## src/rtl/sigmoid_pkg.sv

```systemverilog
// Shared constants and helpers for the sigmoid output packing path.
package sigmoid_pkg;

    localparam int unsigned Y_W       = 16;
    localparam int unsigned BYTE_W    = 8;
    localparam int unsigned BYTE_MSB  = 14;
    localparam int unsigned BYTE_LSB  = 7;
    localparam int unsigned LANES_DEF = 4;
    localparam int unsigned DEPTH_DEF = 4;

    typedef logic [BYTE_W-1:0] byte_t;

    // Smallest r with 2^r >= v.
    function automatic int unsigned clog2(input int unsigned v);
        int unsigned r;
        r = 0;
        for (int unsigned i = 0; i < 32; i++) begin
            if ((64'(1) << i) < 64'(v)) begin
                r = i + 1;
            end
        end
        return r;
    endfunction

    // Probability byte; values at or above 1.0 saturate to all ones.
    function automatic byte_t sat_byte(input logic sat, input byte_t raw);
        return sat ? '1 : raw;
    endfunction

endpackage

```

## src/rtl/sigmoid_pack_fifo.sv

```systemverilog
// First-word-fall-through synchronous FIFO; push while full is accepted only with a same-cycle pop.
module sigmoid_pack_fifo
    import sigmoid_pkg::*;
#(
    parameter int unsigned W     = 36,
    parameter int unsigned DEPTH = DEPTH_DEF,
    parameter int unsigned LW    = 3
) (
    input  logic         clk,
    input  logic         rst,
    input  logic         push,
    input  logic [W-1:0] din,
    input  logic         pop,
    output logic [W-1:0] dout,
    output logic         full,
    output logic         empty,
    output logic [LW-1:0] level
);

    localparam int unsigned AW = (clog2(DEPTH) < 1) ? 1 : clog2(DEPTH);

    logic [W-1:0]  mem [DEPTH];
    logic [AW-1:0] wr_ptr;
    logic [AW-1:0] rd_ptr;
    logic [LW-1:0] level_q;
    logic          wr_en;
    logic          rd_en;

    assign full  = (level_q == LW'(DEPTH));
    assign empty = (level_q == '0);
    assign level = level_q;
    assign dout  = mem[rd_ptr];

    assign rd_en = pop && !empty;
    assign wr_en = push && (!full || rd_en);

    // Pointers wrap naturally since DEPTH is a power of two.
    always_ff @(posedge clk) begin
        if (rst) begin
            wr_ptr  <= '0;
            rd_ptr  <= '0;
            level_q <= '0;
        end else begin
            if (wr_en) begin
                wr_ptr <= wr_ptr + AW'(1);
            end
            if (rd_en) begin
                rd_ptr <= rd_ptr + AW'(1);
            end
            if (wr_en && !rd_en) begin
                level_q <= level_q + LW'(1);
            end else if (rd_en && !wr_en) begin
                level_q <= level_q - LW'(1);
            end
        end
    end

    always_ff @(posedge clk) begin
        if (wr_en) begin
            mem[wr_ptr] <= din;
        end
    end

endmodule

```

## src/rtl/sigmoid_out_pack.sv

```systemverilog
// Packs sigmoid probability bytes into LANES-wide words and queues them for write-back.
module sigmoid_out_pack
    import sigmoid_pkg::*;
#(
    parameter int unsigned LANES = LANES_DEF,
    parameter int unsigned DEPTH = DEPTH_DEF,
    parameter int unsigned CW    = 4,
    parameter int unsigned LW    = 3
) (
    input  logic                      clk,
    input  logic                      rst,
    input  logic                      i_y_valid,
    input  logic [Y_W-1:0]            i_y,
    input  logic                      i_flush,
    output logic [BYTE_W*LANES-1:0]   o_word,
    output logic [CW-1:0]             o_count,
    output logic                      o_valid,
    input  logic                      i_ready,
    output logic [LW-1:0]             o_level,
    output logic                      o_overflow
);

    localparam int unsigned WORD_W = BYTE_W * LANES;
    localparam int unsigned FIFO_W = WORD_W + CW;

    logic [LANES-1:0][BYTE_W-1:0] lane_q;
    logic [LANES-1:0][BYTE_W-1:0] lane_wr;
    logic [LANES-1:0][BYTE_W-1:0] lane_nxt;
    logic [CW-1:0]                k_q;
    logic [CW-1:0]                k_nxt;
    logic                         overflow_q;

    byte_t                        byte_in;
    logic                         push;
    logic [CW-1:0]                push_cnt;
    logic                         pop;
    logic [FIFO_W-1:0]            fifo_dout;
    logic                         fifo_full;
    logic                         fifo_empty;
    logic                         unused_lsb;

    assign unused_lsb = ^i_y[BYTE_LSB-1:0];
    assign byte_in    = sat_byte(i_y[Y_W-1], i_y[BYTE_MSB:BYTE_LSB]);
    assign pop        = !fifo_empty && i_ready;

    // Lane write, push decision and packer clear.
    always_comb begin
        lane_wr  = lane_q;
        k_nxt    = k_q;
        push     = 1'b0;
        push_cnt = '0;
        if (i_y_valid) begin
            for (int unsigned i = 0; i < LANES; i++) begin
                if (k_q == CW'(i)) begin
                    lane_wr[i] = byte_in;
                end
            end
            if (k_q == CW'(LANES - 1)) begin
                push     = 1'b1;
                push_cnt = CW'(LANES);
            end else if (i_flush) begin
                push     = 1'b1;
                push_cnt = k_q + CW'(1);
            end else begin
                k_nxt = k_q + CW'(1);
            end
        end else if (i_flush && (k_q != '0)) begin
            push     = 1'b1;
            push_cnt = k_q;
        end
        lane_nxt = lane_wr;
        if (push) begin
            lane_nxt = '0;
            k_nxt    = '0;
        end
    end

    always_ff @(posedge clk) begin
        if (rst) begin
            lane_q     <= '0;
            k_q        <= '0;
            overflow_q <= 1'b0;
        end else begin
            lane_q <= lane_nxt;
            k_q    <= k_nxt;
            if (push && fifo_full && !pop) begin
                overflow_q <= 1'b1;
            end
        end
    end

    sigmoid_pack_fifo #(
        .W     (FIFO_W),
        .DEPTH (DEPTH),
        .LW    (LW)
    ) u_fifo (
        .clk   (clk),
        .rst   (rst),
        .push  (push),
        .din   ({push_cnt, lane_wr}),
        .pop   (pop),
        .dout  (fifo_dout),
        .full  (fifo_full),
        .empty (fifo_empty),
        .level (o_level)
    );

    assign o_valid    = !fifo_empty;
    assign o_word     = fifo_empty ? '0 : fifo_dout[WORD_W-1:0];
    assign o_count    = fifo_empty ? '0 : fifo_dout[FIFO_W-1:WORD_W];
    assign o_overflow = overflow_q;

endmodule
```

## config.mk

```make
export PLATFORM = sky130hd
export DESIGN_NAME = sigmoid_out_pack
export DESIGN_NICKNAME = d
export VERILOG_FILES = /design/src/rtl/sigmoid_pkg.sv /design/src/rtl/sigmoid_pack_fifo.sv /design/src/rtl/sigmoid_out_pack.sv
export SDC_FILE = /design/constraint.sdc
export NUM_CORES = 1
export LEC_CHECK = 0
export ABC_AREA = 1
export CORE_MARGIN = 2
export CORE_UTILIZATION = 49
export DETAILED_ROUTE_END_ITERATION = 8
export PLACE_DENSITY = 0.75
export SYNTH_ARGS = -nofsm -noshare
export SYNTH_HDL_FRONTEND = slang
export SYNTH_HIERARCHICAL = 1
export SYNTH_SLANG_ARGS = --single-unit
```

## constraint.sdc

```tcl
create_clock -name clk -period 3.5 [get_ports clk]
set_clock_uncertainty 0.1 [all_clocks]
set_input_delay 0.7 -clock clk [delete_from_list [all_inputs] [get_ports clk]]
set_output_delay 0.7 -clock clk [all_outputs]
set_load 0.02 [all_outputs]
```

# Word-level counts from Yosys, hierarchy flattened
# Memory sizes are Yosys's and may differ from the RTL's. A register that Yosys moved wholly into a read port is not among the register bits.
# Cells that the tools add are included.
# totals
regBits	44
mem_bits_rw	144
inputBits	21
out_inout_bits	41
memories	1
# op_classes
addsub	5
eq_ne	4
n_mux	22
n_bitwise	2
reduce_logical	20
# mem_list
name	depth	width	read_ports	rd_ports_with_merged_regs	wr	line_no	source
u_fifo.mem	4	36	1	1	1	sigmoid_pack_fifo.sv:22	logic [W-1:0] mem [DEPTH];
# ops
cell	count
2-to-1 mux 32 bit	2
2-to-1 mux 8 bit	5
2-to-1 mux 4 bit	5
equality test 4 x 2 -> 1 bit (second input constant)	2
logical AND 1 bit	8
2-to-1 mux 1 bit	6
2-to-1 mux 3 bit	2
logical NOT 1 bit	5
adder 2 x 1 -> 2 bit (second input constant)	2
adder 4 x 1 -> 4 bit (second input constant)	1
equality test 4 x 1 -> 1 bit (second input constant)	1
logical NOT 4 bit	1
2-to-1 mux 2 bit	2
nonzero test 4 bit	1
adder 3 x 1 -> 3 bit (second input constant)	1
equality test 3 bit (second input constant)	1
logical NOT 3 bit	1
AND reduction 3 bit	1
subtractor 3 x 1 -> 3 bit (second input constant)	1
inverter 1 bit	2
nonzero test 2 bit	1
OR reduction 2 bit	1
logical OR 1 bit	1

# Longest topological paths before layout
# depth
word_depth	10
mapped_depth	17

# Cells and area by module
# Netlist, hierarchy kept.
# by_module_without_submodules
mod	n_inst	cells_per_inst	area_each_um2	seq_area_each_um2
sigmoid_pack_fifo	1	420	5878.1	4504.3
sigmoid_out_pack	1	363	2162.1	740.7

# Least setup slack after synthesis
# Ideal clock, no wire load.
# synth_timing
path_kind	input to register
startpoint	input port i_y_valid
endpoint	memory u_fifo.mem[0][0] (enable)
t_arrival_ns	2.925
required_ns	2.971
path_slack_ns	0.046
path_stages	6
cell_sequence	buf_4 -> nor2_1 -> nand2_1 -> nand3_1 -> nand2_1 -> nor2_1
# synth_between
elab_chain_len	4
# synth_lines
element	line_no	source
start: declaration	sigmoid_out_pack.sv:12	input logic i_y_valid,
2-to-1 mux 1 bit	sigmoid_out_pack.sv:52	if (i_y_valid) begin
net push	sigmoid_out_pack.sv:34	logic push;
logical AND 1 bit	sigmoid_pack_fifo.sv:35	assign wr_en = push && (!full || rd_en);
2-to-1 mux 1 bit	sigmoid_pack_fifo.sv:59	if (wr_en) begin
2-to-1 mux 1 bit (not written as such)	sigmoid_pack_fifo.sv:60	mem[wr_ptr] <= din;
end: declaration	sigmoid_pack_fifo.sv:22	
# The timed path passes the listed nets, and every way through them passes these cells.

==> summary.md <==
| Metric | Value |
|---|---|
| Num CTS Buffers | `17` |
| Crit path DAT | `2440 ps` |
| Critical path's top delay family | `buffers and inverters` |
| Outcome | `finished, final reports clean` |
| CTS root buf | `clkbuf_16` |
| Post-DR vias/cell | `4.94` |
| CTS clk-pin slew, worst paths | `60 ps` |
| Die H | `132 µm` |
| Worst-path cell chain | `buf_4 > o21ai_0 > o22ai_1 > inv_1 > nor2_1 > clkdlybuf4s50_1` |
| H-tree lvl count | `4` |
| Hold WC Path Type | `reg2reg` |
| Simple-gate share of the synthesized area | `0.125` |
| Die Area | `0.0174 mm²` |
| Sequential element share of the synthesized area | `0.652` |
| Syn_nets | `814` |
| CP endpoint kind | `output pin` |
| Antenna Nets Post-Route | `0` |
| Hpwl dp | `9.68 mm` |
| Share of the synthesized area in the top cell type | `0.538` |
| Crit path largest cell delay | `630 ps` |
| Slew headroom | `0.684` |
| Synth-to-layout area growth | `17.1%` |
| Setup TNS | `0 ps` |
| Tot GR Track Use | `0.188` |
| First drt pass iteration count | `5` |
| Layout Utilization | `0.591` |
| Final min period | `3240 ps` |
| Max-slew violations | `0` |
| Final #Nets | `871` |
| Placer Congestion | `0.823` |
| Required @ worst endpoint | `2700 ps` |
| Flip-flop and latch count after synthesis | `190` |
| Least-Margin Pin Slew | `469 ps` |
| DRC viols | `0` |
| Initial Util | `0.504` |
| Clock Latency Late Sink | `430 ps` |
| Initial antenna violation count | `0` |
| # clock sinks | `190` |
| Synth Area in Compound Gates | `0.102` |
| LEAKAGE | `3.85 nW` |
| EDFF count, synth | `144` |
| Synth warnings | `6` |
| WS Path Type | `reg2out` |
| Via count | `5,277` |
| First DRT Iteration DRCs | `476` |
| Die W | `132 µm` |
| Synth async-reset ratio | `0` |
| N_diodes | `0` |
| Most frequent cells in the layout | `nor2_1 (164), edfxtp_1 (144), inv_1 (140), o21ai_1 (58), nand2_1 (55)` |
| RSZ-0062 raised after global routing | `no` |
| Vias in the first global route | `4,976` |
| Postcts setup bufs | `0` |
| Commonest non-fill, non-tap cell in the layout | `nor2_1` |
| Post-synthesis mux area share | `0` |
| Startpoint types | `register` |
| Worst Path Buf+Inv | `3` |
| Cell area after synthesis | `0.00804 mm²` |
| WHS | `352 ps` |
| DRT Wirelength | `15.8 mm` |
| Area contributors post-synth | `edfxtp_1 (54%), dfxtp_1 (11%), nor2_1 (7.8%), inv_1 (6.5%), o21ai_1 (3.6%)` |
| Yosys cell types | `29` |
| Post-Synth Adder-Cell Area | `0.0165` |
| Longest Clk Path Bufs | `2` |
| Critical Path Fanout Max | `20` |
| First-pass GRT wire length | `25.1 mm` |
| IO Count | `62` |
| Synthesized area per cell | `10.3 µm²` |
| Synth area leader | `edfxtp_1` |
| Total grt overflow | `0` |
| Main flop type after synthesis | `edfxtp_1` |
| Post-Synth XOR/XNOR Area | `0.00218` |
| Avg WL per Cell | `14.8 µm` |
| Power Density | `705 mW/mm²` |
| Post-Synthesis Cells | `783` |
| Fraction of layout cells with a size suffix above 1 | `0.0727` |
| Core ar. | `0.0159 mm²` |
| CP max stage cell | `clkdlybuf4s50_1` |
| Placement row count | `46` |
| # hold bufs at CTS | `0` |
| Hold Violations, Final | `0` |
| Peak supply drop | `445 µV` |
| Max frequency | `309 MHz` |
| Final Cycle Share | `0.926` |
| IO Port Bufs | `54` |
| Pin count of the biggest net entering global routing | `45` |
| Endpoints failing setup | `0` |
| Largest family of logic cells by synthesized area | `simple AND/OR/NAND/NOR gates` |
| Clock tree from TritonCTS | `built` |
| Max-cap violations | `0` |
| Post_cts resized | `0` |
==> state kept, by name, summed over array words and instances (netlist names), named ones only <==
register,count
u_fifo/rd_ptr,2
k_q,4
lane_q,32
u_fifo/level,3
u_fifo/mem,144
u_fifo/wr_ptr,2
o_overflow,1
==> worst reg2reg max path, cell delays in order (launching register included) <==
cell	delay [ps]
dfxtp_1	460
nor2_2	80
nand2_2	100
inv_1	50
buf_4	200
nor2_1	330
inv_1	100
nand3_2	120
nand2_1	80
inv_1	60
ha_1	170
inv_1	70
fa_1	370
inv_1	70
nand2_1	40
nand3_1	100
nand2_1	70
nand2_1	60
nor2_1	40
==> cell type report <==
class | instances | area (µm²)
fillers | 1259 | 6530
clock buffers | 28 | 549
well taps | 216 | 270
clock inverters | 4 | 22.5
repair buffers | 74 | 778
inverters | 142 | 541
multi-input cells | 415 | 2010
flip-flops and latches | 190 | 5250
==> cell usage after synthesis, types with 12 or more instances <==
master,instances
edfxtp_1,144
o21ai_1,58
nand2_1,55
inv_1,140
nor2_1,168
dfxtp_1,46
nand3_1,12
o21ai_0,51
buf_6,12
o22ai_1,36
==> where the power goes <==
part | switching [mW] | total (mW) | internal [mW] | leakage [nW]
clock | 0.750 | 1.82 | 1.07 | 0.281
sequential | 0.0823 | 2.66 | 2.57 | 1.71
combinational | 1.29 | 2.16 | 0.875 | 1.86
==> stage by stage <==
step,worst slack [ps],instances,instance area [µm²],total power [mW]
after floorplan,45.9,783,8040,4.03
after global placement,480,1037,8840,4.85
final,260,1069,9420,6.63
after detailed placement,445,1037,8840,4.88
after global routing,123,1069,9420,6.96
after CTS,249,1069,9420,6.70
==> final timing paths <==
kind / start / end / slack [ps] / depth (start not counted)
worst max-delay path: register / o_word[6] / 260 / 6
worst min-delay path: o_overflow$_SDFFE_PP0P_ / o_overflow$_SDFFE_PP0P_ / 350 / 2
worst max register to register: u_fifo/level[0]$_SDFFE_PP0P_ / u_fifo/level[2]$_SDFFE_PP0P_ / 740 / 18
worst min register to register: o_overflow$_SDFFE_PP0P_ / o_overflow$_SDFFE_PP0P_ / 350 / 2
==> kinds of logic (layout without fill, tap and decap cells) <==
| kind of cell | count (synthesis) | in the layout |
|---|---|---|
| DFF | 190 | 190 |
| xor gates and xnor gates | 2 | 2 |
| buffers and inverters | 178 | 248 |
| and+or+nand+nor | 248 | 248 |
| AOI/OAI and AO/OA | 155 | 155 |
| adders and majority gates | 10 | 10 |
==> layer usage <==
| metal | share of wire | vias to the layer above | global-route usage |
|---|---|---|---|
| li1 | - | 2684 | - |
| met1 | 0.43 | 2451 | 0.225 |
| met2 | 0.50 | 119 | 0.327 |
| met3 | 0.047 | 23 | 0.0438 |
| met4 | 0.020 | 0 | 0.0761 |
| met5 | 0 | - | 0 |
No activity file was read; power rests on OpenSTA's default activity.
